==> config.mk <==
export PLATFORM = sky130hd
export DESIGN_NAME = lca_wide_add_seq_flat
export DESIGN_NICKNAME = d
export VERILOG_FILES = /design/src/rtl/lca_wide_add_seq_if.sv /design/src/rtl/lca_wide_add_seq.sv /design/src/flat_wrapper.sv
export SDC_FILE = /design/constraint.sdc
export NUM_CORES = 2
export LEC_CHECK = 0
export ABC_AREA = 1
export ABC_CLOCK_PERIOD_IN_PS = 76000
export BUFFER_PORTS_ARGS = -buffer_cell sky130_fd_sc_hd__buf_2
export CORE_UTILIZATION = 33
export CTS_CLUSTER_SIZE = 25
export DETAILED_ROUTE_END_ITERATION = 16
export PLACE_DENSITY = 0.59
export SYNTH_ARGS = -nofsm -noshare
export SYNTH_HDL_FRONTEND = slang
export SYNTH_SLANG_ARGS = --single-unit
export TNS_END_PERCENT = 10
==> constraint.sdc <==
create_clock -name clk -period 76 [get_ports clk]
set_input_delay 15.2 -clock clk [delete_from_list [all_inputs] [get_ports clk]]
set_output_delay 15.2 -clock clk [all_outputs]
set_load 0.005 [all_outputs]
==> src/rtl/lca_wide_add_seq_if.sv <==
// Operand/result handshake bundle for lca_wide_add_seq.
// Define LCA_WIDE_ADD_SEQ_SUB_EN to add the sub control signal.
interface lca_wide_add_seq_if #(
  parameter int SLICE_W = 64,
  parameter int BEATS   = 4
);
  localparam int W = SLICE_W * BEATS;

  logic         in_valid;
  logic         in_ready;
  logic [W-1:0] a;
  logic [W-1:0] b;
  logic         cin;
`ifdef LCA_WIDE_ADD_SEQ_SUB_EN
  logic         sub;
`endif
  logic         out_valid;
  logic         out_ready;
  logic [W-1:0] sum;
  logic         cout;

  modport master (
    output in_valid,
    output a,
    output b,
    output cin,
`ifdef LCA_WIDE_ADD_SEQ_SUB_EN
    output sub,
`endif
    output out_ready,
    input  in_ready,
    input  out_valid,
    input  sum,
    input  cout
  );

  modport slave (
    input  in_valid,
    input  a,
    input  b,
    input  cin,
`ifdef LCA_WIDE_ADD_SEQ_SUB_EN
    input  sub,
`endif
    input  out_ready,
    output in_ready,
    output out_valid,
    output sum,
    output cout
  );
endinterface

==> src/rtl/lca_wide_add_seq.sv <==
// Wide adder that reuses one lookahead-carry slice over BEATS cycles.
// Define LCA_WIDE_ADD_SEQ_SUB_EN to enable subtract (sub input).
module lca_wide_add_seq #(
  parameter int SLICE_W = 64,
  parameter int BEATS   = 4
) (
  input  logic                clk,
  input  logic                rst,
  lca_wide_add_seq_if.slave   bus
);
  localparam int W  = SLICE_W * BEATS;
  localparam int BW = (BEATS > 1) ? $clog2(BEATS) : 1;
  localparam int NG = SLICE_W / 4;

  typedef enum logic [1:0] {
    IDLE,
    RUN,
    DONE
  } state_t;

  state_t         r_state;
  state_t         w_next;
  logic [W-1:0]   r_a;
  logic [W-1:0]   r_b;
  logic [W-1:0]   r_sum;
  logic           r_carry;
  logic           r_cout;
  logic [BW-1:0]  r_beat;
`ifdef LCA_WIDE_ADD_SEQ_SUB_EN
  logic           r_sub;
`endif

  logic           w_accept;
  logic           w_last;
  logic           w_cin0;
  logic [SLICE_W-1:0] w_sa;
  logic [SLICE_W-1:0] w_sb;
  logic [SLICE_W-1:0] w_g;
  logic [SLICE_W-1:0] w_p;
  logic [SLICE_W-1:0] w_c;
  logic [NG:0]        w_gc;
  logic [SLICE_W-1:0] w_ss;
  logic               w_sc;

  // 4-bit lookahead group: returns {group carry-out, carries into bits 3..0}
  function automatic logic [4:0] grp(
    input logic [3:0] g,
    input logic [3:0] p,
    input logic       c
  );
    logic c1, c2, c3, co;
    c1 = g[0] | (p[0] & c);
    c2 = g[1] | (p[1] & g[0]) | (p[1] & p[0] & c);
    c3 = g[2] | (p[2] & g[1]) | (p[2] & p[1] & g[0])
       | (p[2] & p[1] & p[0] & c);
    co = g[3] | (p[3] & g[2]) | (p[3] & p[2] & g[1])
       | (p[3] & p[2] & p[1] & g[0]) | (&p & c);
    return {co, c3, c2, c1, c};
  endfunction

  assign w_accept = bus.in_valid && bus.in_ready;
  assign w_last   = (r_beat == BW'(BEATS - 1));

  assign bus.in_ready  = (r_state == IDLE) && !rst;
  assign bus.out_valid = (r_state == DONE);
  assign bus.sum       = r_sum;
  assign bus.cout      = r_cout;

  assign w_sa = r_a[int'(r_beat)*SLICE_W +: SLICE_W];
`ifdef LCA_WIDE_ADD_SEQ_SUB_EN
  assign w_sb   = r_b[int'(r_beat)*SLICE_W +: SLICE_W]
                ^ {SLICE_W{r_sub}};
  assign w_cin0 = bus.cin ^ bus.sub;
`else
  assign w_sb   = r_b[int'(r_beat)*SLICE_W +: SLICE_W];
  assign w_cin0 = bus.cin;
`endif

  // Slice adder: lookahead inside 4-bit groups, group carries chained
  always_comb begin
    w_g     = w_sa & w_sb;
    w_p     = w_sa ^ w_sb;
    w_c     = '0;
    w_gc    = '0;
    w_gc[0] = r_carry;
    for (int k = 0; k < NG; k++) begin
      {w_gc[k+1], w_c[4*k +: 4]} =
        grp(w_g[4*k +: 4], w_p[4*k +: 4], w_gc[k]);
    end
    w_ss = w_p ^ w_c;
    w_sc = w_gc[NG];
  end

  // State register
  always_ff @(posedge clk or posedge rst) begin
    if (rst) r_state <= IDLE;
    else     r_state <= w_next;
  end

  // Next-state: one accept, BEATS slice cycles, hold until consumed
  always_comb begin
    w_next = r_state;
    unique case (r_state)
      IDLE:    if (w_accept)      w_next = RUN;
      RUN:     if (w_last)        w_next = DONE;
      DONE:    if (bus.out_ready) w_next = IDLE;
      default:                    w_next = IDLE;
    endcase
  end

  // Operand capture and per-beat slice accumulation
  always_ff @(posedge clk or posedge rst) begin
    if (rst) begin
      r_a     <= '0;
      r_b     <= '0;
      r_sum   <= '0;
      r_carry <= 1'b0;
      r_cout  <= 1'b0;
      r_beat  <= '0;
`ifdef LCA_WIDE_ADD_SEQ_SUB_EN
      r_sub   <= 1'b0;
`endif
    end else if (w_accept) begin
      r_a     <= bus.a;
      r_b     <= bus.b;
      r_carry <= w_cin0;
      r_beat  <= '0;
`ifdef LCA_WIDE_ADD_SEQ_SUB_EN
      r_sub   <= bus.sub;
`endif
    end else if (r_state == RUN) begin
      r_sum[int'(r_beat)*SLICE_W +: SLICE_W] <= w_ss;
      r_carry <= w_sc;
      if (w_last) r_cout <= w_sc;
      else        r_beat <= r_beat + 1'b1;
    end
  end
endmodule

==> src/flat_wrapper.sv <==
// flat-port wrapper written by rule: the top's interface ports become plain ports
module lca_wide_add_seq_flat 
#(
  parameter int SLICE_W = 64,
  parameter int BEATS   = 4
)
  (clk, rst, bus_in_valid, bus_a, bus_b, bus_cin, bus_out_ready, bus_in_ready, bus_out_valid, bus_sum, bus_cout);
  lca_wide_add_seq_if #(.SLICE_W(SLICE_W), .BEATS(BEATS)) bus_i ();
  input  logic clk;
  input  logic rst;
  input wire logic [$bits(bus_i.in_valid)-1:0] bus_in_valid;
  input wire logic [$bits(bus_i.a)-1:0] bus_a;
  input wire logic [$bits(bus_i.b)-1:0] bus_b;
  input wire logic [$bits(bus_i.cin)-1:0] bus_cin;
  input wire logic [$bits(bus_i.out_ready)-1:0] bus_out_ready;
  output wire logic [$bits(bus_i.in_ready)-1:0] bus_in_ready;
  output wire logic [$bits(bus_i.out_valid)-1:0] bus_out_valid;
  output wire logic [$bits(bus_i.sum)-1:0] bus_sum;
  output wire logic [$bits(bus_i.cout)-1:0] bus_cout;
  assign bus_i.in_valid = bus_in_valid;
  assign bus_i.a = bus_a;
  assign bus_i.b = bus_b;
  assign bus_i.cin = bus_cin;
  assign bus_i.out_ready = bus_out_ready;
  assign bus_in_ready = bus_i.in_ready;
  assign bus_out_valid = bus_i.out_valid;
  assign bus_sum = bus_i.sum;
  assign bus_cout = bus_i.cout;
  lca_wide_add_seq #(.SLICE_W(SLICE_W), .BEATS(BEATS)) u_core (.clk(clk), .rst(rst), .bus(bus_i));
endmodule
==> impl_metrics.py <==
metrics = {
    "status": {
        "status": "finished, final reports clean",
    },
    "logic_synthesis": {
        "synth_cell_types": 35,
        "synth_top_area_share_pct": 55.2,
        "synth.avg_cell_area_um2": 8.28,
        "syn-num-nets": 4837,
        "synthCells": 4234,
        "syn_area_um2": 35100,
        "synth_seq_cells": 774,
        "ys_top_cells_by_area": "dfrtp_1 (55%), nand2_1 (20%), o21ai_0 (6.0%), nor2_1 (3.8%), clkbuf_1 (2.6%)",
        "yosysWarningCount": 0,
        "synth_seq_area_share_pct": 55.2,
        "yosysTopAreaCell": "dfrtp_1",
    },
    "die": {
        "dieArea_um2": 108000,
        "initial_core_util_pct": 33.3,
        "core-area_um2": 105000,
        "dieWidth_um": 328,
        "num_rows": 119,
        "io_pins": 776,
        "die_h_um": 328,
    },
    "drt": {
        "via_per_inst": 4.94,
        "drc": 0,
        "drtIter0Drc": 2715,
        "dr.pass1.iters": 5,
        "via_count": 31400,
        "avgRoutedWirePerCell_um": 20.4,
        "antenna_left": 0,
        "finalWirelength_um": 130000,
    },
    "pwr": {
        "clockPowerShare_pct": 18.6,
        "power_density_nw_per_um2": 56.3,
        "pwr-share-seq_pct": 28.5,
        "vdd_drop_max_v": 0.0000286,
        "pwr-share-comb_pct": 53.0,
        "p_sw_w": 0.00118,
        "p_int_w": 0.00125,
        "leakagePower_nw": 23.1,
        "power_switching_share_pct": 48.7,
    },
    "place": {
        "dp_hpwl_um": 90100,
        "io_buffers": 775,
        "pre_cts_slack_ps": 44840,
        "gp_congestion": 0.869,
    },
    "timing": {
        "hold_violations": 0,
        "clock.fmax_mhz": 32.1,
        "slew_violations": 0,
        "min_period_ps": 31140,
        "final.period_utilization_pct": 41.0,
        "finalClockSkew_ps": 36.4,
        "holdWs_ps": 471,
        "rsz0062_at_grt": "no",
        "tightest_slew_ps": 1180,
        "tns_ps": 0,
        "setup_slack_ps": 44860,
        "slew_headroom_pct": 21.1,
        "setup_viol_count_final": 0,
    },
    "worst_setup_path": {
        "required_ps": 60800,
        "arrival_ps": 15940,
        "endpoint_kind": "output pin",
        "crit_path_start_kind": "primary input",
        "path_class": "in2out",
        "cp_max_fo": 2,
    },
    "finish": {
        "fin_nets": 5475,
        "area_delta_synth_final_pct": 23.1,
        "drive_gt1_share_pct": 20.5,
        "fillers": 10800,
        "post-route-util_pct": 41.0,
    },
    "global_routing": {
        "grt_max_degree": 176,
        "grt_usage_pct": 23.6,
        "first_global_vias": 30400,
        "grt-ovfl-total": 0,
        "grt_antenna_before_repair": 54,
        "grt_pass1_wl_um": 192000,
    },
    "clock_network": {
        "cts_buffers": 89,
        "cts_sinks": 774,
        "post_cts_resized": 0,
        "cts_root_buffer": "clkbuf_16",
        "cts_max_level": 3,
        "clk_pin_slew_ps": 50,
        "cts_hold_buf": 0,
        "insertion_delay_ps": 690,
        "post_cts_buffers": 0,
        "cts_max_path_buffers": 3,
        "cts_tree": "built",
    },
    "worst_hold_path": {
        "hp-class": "reg2reg",
    },
    "run": {
        "drv_cap": 0,
    },
}
[routing by layer]
metal / share of wire [%] / up-vias / routed length, um / global-route usage [%]
li1: - / 14900 / - / -
met3: 6.1 / 240 / 7880 / 4.43
met1: 45 / 15200 / 58600 / 32.9
met2: 45 / 1047 / 58800 / 36.0
met4: 3.3 / 22 / 4240 / 9.39
met5: 0.11 / - / 141 / 0
[per-stage QoR]
| step | power, W | instances | instance area [um^2] |
|---|---|---|---|
| 2_1_floorplan | 0.00143 | 4234 | 35100 |
| 3_3_place_gp | 0.00197 | 6172 | 40000 |
| 3_5_place_dp | 0.00198 | 6172 | 40000 |
| 4_1_cts | 0.00244 | 6332 | 43100 |
| 5_1_grt | 0.00261 | 6361 | 43100 |
| 6_report | 0.00243 | 6367 | 43200 |
[registers in the layout, summed over array words and instances (netlist names)]
name and cells:
u_core.bus.cout 1, u_core.r_a 256, u_core.r_b 256, u_core.r_beat 2, u_core.r_state 2, u_core.bus.sum 256, u_core.r_carry 1
[worst paths after layout]
path	start	endpoint	slack, ps	cells past startpoint
max reg2reg	u_core.r_beat[0]	u_core.bus.sum[117]	68370	32
min in group asynchronous	rst	u_core.r_b[248]	14660	2
max in group asynchronous	rst	u_core.bus.sum[179]	58060	5
max	rst	bus_in_ready	44860	3
min	u_core.r_b[107]	u_core.r_b[107]	470	2
min reg2reg	u_core.r_b[107]	u_core.r_b[107]	470	2
[power groups by stage]
stage	sequential, W	clock [W]	combinational [W]
floorplan	0.000670	0	0.000757
global placement	0.000691	0	0.00127
detailed placement	0.000693	0	0.00129
CTS	0.000689	0.000458	0.00129
global route	0.000710	0.000474	0.00143
finish	0.000691	0.000451	0.00129
[synthesized netlist by cell type (all sizes together)]
master / number
clkinv: 1
xor2: 14
nor4: 1
clkbuf: 241
a32oi: 2
o21bai: 1
nand2: 1907
xnor2: 16
a21o: 2
inv: 73
dfrtp: 774
buf: 26
o21ai: 426
fa: 16
nor3: 6
a32o: 15
nand3: 62
nand4: 15
a22o: 55
o22ai: 128
nor2: 353
a21oi: 29
or2: 1
ha: 70
[placed cells by master (no fill, tap or decap), drive strengths merged]
cell	synthesis	final
a21o	2	2
a21oi	29	29
a22o	55	55
a32o	15	15
a32oi	2	2
buf	26	814
bufinv	0	10
clkbuf	241	129
clkinv	1	15
clkinvlp	0	4
dfrtp	774	774
diode	0	35
fa	16	16
ha	70	70
inv	73	76
nand2	1907	1907
nand3	62	62
nand4	15	15
nor2	353	353
nor3	6	6
nor4	1	1
o21ai	426	426
o21bai	1	1
o22ai	128	128
or2	1	1
xnor2	16	16
xor2	14	14
[kinds of logic (layout without fill, tap and decap cells)]
logic type      after synthesis  count (layout)  synth area share [%]
flops                       774             774                  55.2
xor+xnor                     30              30                 0.771
other cells                   0              35                     0
fa+ha+maj                    86              86                  3.41
compound gates              658             658                  10.7
buf+inv                     341            1048                  3.77
simple gates               2345            2345                  26.1
[layout make-up]
type	instances	area, um^2	area share [%]
clock inverters	31	474	1.10
repair buffers	814	4210	9.75
clock buffers	129	2570	5.95
well taps	1391	1740	4.03
diodes	35	87.6	0.203
multi-input cells	3119	14400	33.4
flip-flops and latches	774	19400	44.9
inverters	74	303	0.702
[critical path, cell delays in order]
cell    delay [ps]
buf_2          140
nor3_1         400
buf_2          210
Power figures use the tool's default switching activity.
